**src/rtl/operand_accumulator.sv**
```systemverilog
// operand_accumulator: collects BCD digits into an operand, keeping a packed
// BCD copy and a running binary value. The operand is handed off through a
// valid/ready handshake. After a backspace the binary value is rebuilt from
// the BCD digits over NUM_DIGITS cycles (RECALC).
//
// Ports
//   clk, rst            clock; asynchronous active-low reset
//   digit_in, digit_valid  BCD digit to push
//   backspace, clear, commit  entry edit / hand-off requests
//   out_ready           consumer accepts out_bcd/out_bin
//   entry_bcd, entry_bin, count, full  current entry state
//   busy                high in RECALC or HOLD
//   out_valid, out_bcd, out_bin  committed operand handshake
//   err                 one-cycle pulse on a rejected request
module operand_accumulator #(
   parameter int unsigned NUM_DIGITS = 4,
   parameter int unsigned BIN_W      = 14
) (
   input  logic                            clk,
   input  logic                            rst,
   input  logic [3:0]                      digit_in,
   input  logic                            digit_valid,
   input  logic                            backspace,
   input  logic                            clear,
   input  logic                            commit,
   input  logic                            out_ready,
   output logic [4*NUM_DIGITS-1:0]         entry_bcd,
   output logic [BIN_W-1:0]                entry_bin,
   output logic [$clog2(NUM_DIGITS+1)-1:0] count,
   output logic                            full,
   output logic                            busy,
   output logic                            out_valid,
   output logic [4*NUM_DIGITS-1:0]         out_bcd,
   output logic [BIN_W-1:0]                out_bin,
   output logic                            err
);

   localparam int unsigned BCD_W = 4 * NUM_DIGITS;
   localparam int unsigned CNT_W = $clog2(NUM_DIGITS + 1);
   localparam int unsigned IDX_W = (NUM_DIGITS > 1) ? $clog2(NUM_DIGITS) : 1;

   localparam logic [1:0] ST_ENTRY  = 2'd0;
   localparam logic [1:0] ST_RECALC = 2'd1;
   localparam logic [1:0] ST_HOLD   = 2'd2;

   logic [1:0]       state_q,     state_d;
   logic [BCD_W-1:0] entry_bcd_q, entry_bcd_d;
   logic [BIN_W-1:0] entry_bin_q, entry_bin_d;
   logic [CNT_W-1:0] count_q,     count_d;
   logic [IDX_W-1:0] idx_q,       idx_d;
   logic             full_q,      full_d;
   logic             busy_q,      busy_d;
   logic             out_valid_q, out_valid_d;
   logic [BCD_W-1:0] out_bcd_q,   out_bcd_d;
   logic [BIN_W-1:0] out_bin_q,   out_bin_d;
   logic             err_q,       err_d;
   logic [3:0]       rc_digit;

   // State register
   always_ff @(posedge clk or negedge rst) begin
      if (!rst) begin
         state_q     <= ST_ENTRY;
         entry_bcd_q <= '0;
         entry_bin_q <= '0;
         count_q     <= '0;
         idx_q       <= '0;
         full_q      <= 1'b0;
         busy_q      <= 1'b0;
         out_valid_q <= 1'b0;
         out_bcd_q   <= '0;
         out_bin_q   <= '0;
         err_q       <= 1'b0;
      end else begin
         state_q     <= state_d;
         entry_bcd_q <= entry_bcd_d;
         entry_bin_q <= entry_bin_d;
         count_q     <= count_d;
         idx_q       <= idx_d;
         full_q      <= full_d;
         busy_q      <= busy_d;
         out_valid_q <= out_valid_d;
         out_bcd_q   <= out_bcd_d;
         out_bin_q   <= out_bin_d;
         err_q       <= err_d;
      end
   end

   // Digit currently feeding the rebuild, walked MSD first
   always_comb begin
      rc_digit = 4'd0;
      for (int i = 0; i < int'(NUM_DIGITS); i++) begin
         if (idx_q == IDX_W'(i)) rc_digit = entry_bcd_q[4*i +: 4];
      end
   end

   // Next-state and output logic
   always_comb begin
      state_d     = state_q;
      entry_bcd_d = entry_bcd_q;
      entry_bin_d = entry_bin_q;
      count_d     = count_q;
      idx_d       = idx_q;
      out_valid_d = out_valid_q;
      out_bcd_d   = out_bcd_q;
      out_bin_d   = out_bin_q;
      err_d       = 1'b0;

      case (state_q)
         ST_ENTRY: begin
            if (clear) begin
               entry_bcd_d = '0;
               entry_bin_d = '0;
               count_d     = '0;
            end else if (commit) begin
               if (count_q != '0) begin
                  out_bcd_d   = entry_bcd_q;
                  out_bin_d   = entry_bin_q;
                  out_valid_d = 1'b1;
                  entry_bcd_d = '0;
                  entry_bin_d = '0;
                  count_d     = '0;
                  state_d     = ST_HOLD;
               end else begin
                  err_d = 1'b1;
               end
            end else if (backspace) begin
               // Binary value cannot be divided back cheaply; rebuild it instead
               if (count_q != '0) begin
                  entry_bcd_d = entry_bcd_q >> 4;
                  count_d     = count_q - CNT_W'(1);
                  entry_bin_d = '0;
                  idx_d       = IDX_W'(NUM_DIGITS - 1);
                  state_d     = ST_RECALC;
               end
            end else if (digit_valid) begin
               if ((digit_in > 4'd9) || (count_q == CNT_W'(NUM_DIGITS))) begin
                  err_d = 1'b1;
               end else begin
                  entry_bcd_d = (entry_bcd_q << 4) | BCD_W'(digit_in);
                  entry_bin_d = (entry_bin_q * BIN_W'(10)) + BIN_W'(digit_in);
                  count_d     = count_q + CNT_W'(1);
               end
            end
         end

         ST_RECALC: begin
            if (clear) begin
               entry_bcd_d = '0;
               entry_bin_d = '0;
               count_d     = '0;
               state_d     = ST_ENTRY;
            end else begin
               if (digit_valid || backspace || commit) err_d = 1'b1;
               // Leading zero digits contribute nothing, so all slots are walked
               entry_bin_d = (entry_bin_q * BIN_W'(10)) + BIN_W'(rc_digit);
               if (idx_q == '0) begin
                  state_d = ST_ENTRY;
               end else begin
                  idx_d = idx_q - IDX_W'(1);
               end
            end
         end

         ST_HOLD: begin
            if (digit_valid || backspace || clear || commit) err_d = 1'b1;
            if (out_ready) begin
               out_valid_d = 1'b0;
               state_d     = ST_ENTRY;
            end
         end

         default: begin
            state_d = ST_ENTRY;
         end
      endcase

      full_d = (count_d == CNT_W'(NUM_DIGITS));
      busy_d = (state_d != ST_ENTRY);
   end

   assign entry_bcd = entry_bcd_q;
   assign entry_bin = entry_bin_q;
   assign count     = count_q;
   assign full      = full_q;
   assign busy      = busy_q;
   assign out_valid = out_valid_q;
   assign out_bcd   = out_bcd_q;
   assign out_bin   = out_bin_q;
   assign err       = err_q;

endmodule
```
**config.mk**
```make
export PLATFORM = sky130hd
export DESIGN_NAME = operand_accumulator
export DESIGN_NICKNAME = d
export VERILOG_FILES = /design/src/rtl/operand_accumulator.sv
export SDC_FILE = /design/constraint.sdc
export NUM_CORES = 1
export LEC_CHECK = 0
export CAP_MARGIN = 10
export CORE_ASPECT_RATIO = 0.9
export CORE_MARGIN = 1.5
export CORE_UTILIZATION = 34
export CTS_CLUSTER_SIZE = 12
export DETAILED_ROUTE_END_ITERATION = 8
export PLACE_DENSITY = 0.56
export SLEW_MARGIN = 20
export SYNTH_ARGS = -nofsm -noshare
export SYNTH_HDL_FRONTEND = slang
export SYNTH_SLANG_ARGS = --single-unit
```
**constraint.sdc**
```tcl
create_clock -name clk -period 4.6 [get_ports clk]
set_clock_uncertainty 0.2 [all_clocks]
set_input_delay 0.46 -clock clk [delete_from_list [all_inputs] [get_ports clk]]
set_output_delay 0.46 -clock clk [all_outputs]
set_load 0.01 [all_outputs]
```
Yosys cells after proc, flatten, opt, wreduce, memory -nomap -nowiden
Cells that the tools add are included.

word-level totals
  output and inout bits = 67
  logic and storage cells = 117
  bits of input ports = 11
  register bits after elaboration = 71

cells by class
  $add $sub $neg = 5
  multiply operators = 1
  multiplexer cells = 61
  reductions and logical operators = 16
  order comparisons = 1
  equality and inequality tests = 20
  bitwise operators = 2

operators by type and width
  cell                                                                  number
  16-bit 2-to-1 mux                                                     8
  14-bit 2-to-1 mux                                                     7
  16-bit one-hot mux with 2 select lines                                1
  14-bit by 4-bit adder with 14-bit output                              2
  2-bit 2-to-1 mux                                                      14
  14-bit one-hot mux with 2 select lines                                1
  3-bit 2-to-1 mux                                                      8
  2-bit inequality test, second input constant                          9
  4-bit 2-to-1 mux                                                      4
  16-bit by 4-bit OR with 16-bit output                                 1
  14-bit by 3-bit multiplier with 13-bit output, second input constant  1
  1-bit 2-to-1 mux                                                      13
  5-bit inequality test, second input constant                          2
  4-bit inequality test, second input constant                          2
  7-bit AND reduction                                                   1
  2-bit == test, second input constant                                  3
  3-bit == test, second input constant                                  2
  2-bit one-hot mux with 3 select lines                                 1
  3-bit one-hot mux with 2 select lines                                 1
  6-bit AND reduction                                                   1
  2-bit nonzero test                                                    3
  1-bit logical OR                                                      5
  5-bit AND reduction                                                   1
  2-bit by 1-bit == test with 1-bit output, second input constant       2
  12 further kinds                                                      13

Longest topological paths before layout
  word-level depth = 9
  gate-level depth with buffers = 16
  mapped depth without buffers = 16

Worst setup path after synthesis
No wires, ideal clock.

  path kind = register -> register
  start point = register entry_bin_q[1] (netlist: entry_bin[1])
  end point = register entry_bin_q[9] (netlist: entry_bin[9])
  arrival time = 3.007 ns
  stages on the path, launching flop included = 12
  path slack = 1.327 ns
  data required time = 4.333 ns
  period minus slack after synthesis = 3.273 ns
  path buffers = 0
  path through = dfrtp_1 -> ha_1 -> ha_1 -> fa_1 -> a211oi_2 -> nor2_1 -> nor2_1 -> and4_1 -> xnor2_1 -> nor2_1 -> a2111oi_0 -> a221o_1

on the way
  longest elaborated chain between the ends = 8
  elaborated cells between the ends (all ways) = 10

RTL lines
  item                                               line      text
  start: declaration                                 48        logic [BIN_W-1:0] entry_bin_q, entry_bin_d;
  start signal: assignment                           76        entry_bin_q <= entry_bin_d;
  14-bit by 3-bit multiplier with 13-bit output (*)  140, 155
  14-bit by 4-bit adder with 14-bit output           140       entry_bin_d = (entry_bin_q * BIN_W'(10)) + BIN_W'(digit_in);
  14-bit 2-to-1 mux                                  136       if ((digit_in > 4'd9) || (count_q == CNT_W'(NUM_DIGITS))) begin
  14-bit 2-to-1 mux                                  135       end else if (digit_valid) begin
  14-bit 2-to-1 mux                                  126       end else if (backspace) begin
  14-bit 2-to-1 mux                                  114       end else if (commit) begin
  14-bit 2-to-1 mux                                  110       if (clear) begin
  14-bit one-hot mux with 2 select lines (*)         108       case (state_q)

Every way passes the cells marked *; elsewhere a longest branch is shown, timed or not. The select of a mux whose other input is x is not followed.
A chain may end at the register's enable or synchronous reset.

Final worst setup path
  start point = register entry_bin_q[1] (netlist: entry_bin[1])
  end point = register entry_bin_q[12] (netlist: entry_bin[12])

The elaborated chain is that of the path after synthesis.

==> results.txt <==
The initial detailed-routing violation count is 174. The clock sink count came out at 71. The critical path is of the reg2reg type. Global routing consumed, on the met1 layer, 23.88% of the routing resources.

After synthesis, the netlist uses 60 different library cells. Row generation in the floorplan step produced 39 rows. The tools report the pin count of the biggest net entering global routing as 43.

The critical path goes through ha_1, ha_1, fa_1, nand2_1, nor3b_1, mux2i_1, nor4_1, nand4_1, xnor2_1, o221ai_1, nand4_1. The maximum net fanout on the critical path is 9, and the setup fix buffers added after clock tree synthesis is 0. For the global-route met3 utilization, the log shows 4.004%. The run finished with clean final reports.

The tools report the total via count in the routed design as 3756. The kind of cell adding the most delay to the critical path is simple AND/OR/NAND/NOR gates. The count of max-cap constraint violations is 0. After synthesis, the cell types taking the most area are dfrtp_1 (39%), ha_1 (9.2%), mux2_2 (6.5%). The run gives 3710 as the number of global-route vias before repair. Yosys mapped a number of flops with a built-in enable equal to 0. The depth of the critical timing path with buffers and inverters included was 11. Counting the buffers created by CTS gives 9. The worst stage delay on the critical path came out at 570 ps.

The CTS clock-pin slew for the worst setup and hold paths is 60 ps, and the share of the clock period used by the worst path after layout is 79.17%. Headroom to the max-slew limit came out at 37.36%. The tools report the total global-route track usage as 17.57%. First-pass GRT wire length: 19530 um. The vertical extent of the die is 112.2 um. The clock tree synthesis step divided the H-tree into 3 levels.

The endpoint arrival time on the critical path came out at 3650 ps. The repair_antennas step left the layout with diodes totalling 0. In this run, post-CTS repair resized a total of 0 instances.

In this run the deepest clock path goes through 2 buffers. The number of antenna violations at the first check in global routing is 0. The setup violation total in the final timing report came out at 0. The count of mapped cells out of synthesis is 457, and the initial cell density of the core is 35.22%. The core region is 12780 um2. 78 I/O pins were placed.

Most common cell after layout, fill and taps aside: clkdlybuf4s50_1. The number of max-slew violations in the final report is 0, and the area occupied by registers is 1777 um2. The count of buffers from port buffering was 77. For this run, asynchronously set or reset flops after synthesis account for 100.0%.

The met2 track demand over resource in global routing is 27.77%. Synthesis-to-finish area growth: 26.28%. Cell with the largest stage delay on the worst path: dfrtp_1. Synthesis produced a netlist with a net count of 504. Counting both buffers and inverters, the worst setup path holds a total of 0. For the final non-filler cell total, the log shows 696. The worst-case IR drop observed on VDD is 0.2166 mV.

The multi-input combinational cells in the finished layout cover a total of 2604 um2. The logs give 681 for the number of placed instances, taps included and 44.48% for the final design utilization. Endpoint type of the worst setup path: a flop. Average detailed-routed wire length per instance: 17.37 um. Dividing total power by cell area gives a power density of 425.1 nW/um2. At the pin with the least slew margin, the transition time is 939.6 ps. At the worst endpoint, the required time is 4600 ps. The yosys synthesis warning count was 0. Summed over all cells, the static leakage comes to 2.532 nW. For the final routed database, the setup TNS stands at 0 ps.

The tightest min-delay check is of the in2async type. After detailed routing, the number of vias per cell comes to 5.397. In the final design database the tool counted 575 nets.

The tools report the HPWL after detailed placement as 8815 um. Share of layout cells above drive strength 1: 10.90%. The tools report the clock root buffer as clkbuf_16. The clock latency at the later pin of the worst-skew pair is 340 ps, and the post-route minimum period is 3642 ps.

TritonCTS built the clock tree. Timing would allow up to 274.6 MHz. The floorplan step set the die width to 124.3 um.

After global routing, the most crowded layer is met2. The number of cells on the worst reg-to-reg path is 11. The overall die area was 13950 um2; the number of nets with antenna violations after detailed routing was 0.

Counting flops and latches in the post-synthesis netlist gives 71. The area share of the largest cell type after synthesis is 39.46%. Timing analysis after detailed placement gives a worst setup slack of 961.0 ps.

Once routing completed, OpenROAD measured the worst setup slack at 958.4 ps. Dividing the synthesized area by the synthesized cell count gives 9.854 um2. Setup repair after global routing left no endpoint under its margin. The tools report the source of the worst register-to-register timing path as entry_bin[1]. The top cell types in the final layout, fill and taps aside, are clkdlybuf4s50_1 (76), dfrtp_1 (71), nand2_1 (54).

The synthesized netlist occupies a cell area of 4503 um2. The logs give 4 for the number of optimization iterations in the first detailed-route pass and 61.93 ps for the smallest hold slack. After detailed routing, the total wire length is 12090 um. Sort of element at the start of the critical path: a flop. For this run, the leading register cell type out of synthesis is dfrtp_1. After detailed routing, the number of remaining DRC violations is 0. The routability-driven placement congestion ratio is 0.8329. After clock tree synthesis, the flow added hold-fix buffers numbering 0.

For this run the aggregate overflow at the end of global routing stands at 0. The sequential cell area fraction in the yosys report came out at 39.46%. dfrtp_1 takes more of the synthesized area than any other cell.

The logs give 0 for the total count of hold-check failures in the final report and 1220 for the number of fill cells. The tools report the timing startpoint of the critical path as entry_bin[1].
-- cell families (layout without fill, tap and decap cells) --
logic type / count (synthesis) / after routing / synth area share [%]
AND/OR/NAND/NOR: 135 / 135 / 14.73
adder cells (fa/ha/maj): 36 / 36 / 10.50
buffers and inverters: 32 / 107 / 2.973
flip-flops: 71 / 71 / 39.46
AO/OA/AOI/OAI: 120 / 120 / 18.09
multiplexers: 40 / 40 / 9.614
XOR/XNOR: 23 / 23 / 4.640
-- cell usage after synthesis (all sizes together), types with 2 or more instances --
cell / number
dfrtp: 71
nand2: 54
ha: 33
nor2: 33
o21ai: 28
mux2: 26
a21oi: 25
xnor2: 17
mux2i: 14
o31ai: 14
clkbuf: 12
inv: 11
buf: 9
a21o: 8
nand2b: 8
nor2b: 7
a221oi: 6
a22oi: 6
xor2: 6
nor3: 5
nand4: 4
nor3b: 4
o211ai: 4
or2: 4
a2111oi: 3
a31oi: 3
fa: 3
nor4: 3
o221ai: 3
o41ai: 3
or3: 3
a211oi: 2
a221o: 2
a31o: 2
and3: 2
and4: 2
nand3: 2
o21a: 2
o22ai: 2
-- worst paths after layout --
path	endpoint	slack, ps
max reg2reg	entry_bin[12]	960
min in group clk	out_bin[13]	300
min reg2reg	out_bin[13]	300
min	out_bcd[8]	60
max	entry_bin[12]	960
max in group asynchronous	out_bin[3]	3170
-- sequential cells by signal, indices dropped and copies added, names as in the netlist --
register and flops:
state_q 2, out_bcd 16, out_bin 14, entry_bcd 16, idx_q 2, err 1, entry_bin 14, full 1
count 3, out_valid 1, busy 1
-- worst reg2reg max path: stages, from the launching register on --
cell and delay (ps):
dfrtp_1 570, ha_1 300, ha_1 230, fa_1 540, nand2_1 150, nor3b_1 210
mux2i_1 180, nor4_1 440, nand4_1 220, xnor2_1 170, o221ai_1 170, nand4_1 130
-- metrics by stage --
stage	area (um2)	total power, mW
finish	5687	2.418
global route	5687	2.580
CTS	5679	2.445
detailed placement	5415	1.792
global placement	5415	1.780
floorplan	4503	1.426
-- layer usage --
metal | up-vias | routed length (um)
li1 | 1810 | -
met1 | 1848 | 5638
met2 | 90 | 5778
met3 | 8 | 563
met4 | 0 | 108
met5 | - | 0
-- area by class of cell --
type                       instances  area share [%]
sequential                        71           31.24
timing repair buffer              81           13.99
multi-input combinational        354           45.79
tap                              164           3.608
clock inverter                     5          0.6161
clock buffer                      10           4.026
inverter                          11          0.7261
-- power breakdown --
group | internal (mW) | switching [mW] | leakage [nW] | total, mW
logic | 0.433 | 0.508 | 1.43 | 0.941
clock network | 0.363 | 0.272 | 0.129 | 0.634
registers | 0.727 | 0.116 | 0.970 | 0.842
No activity file was read; power rests on OpenSTA's default activity.
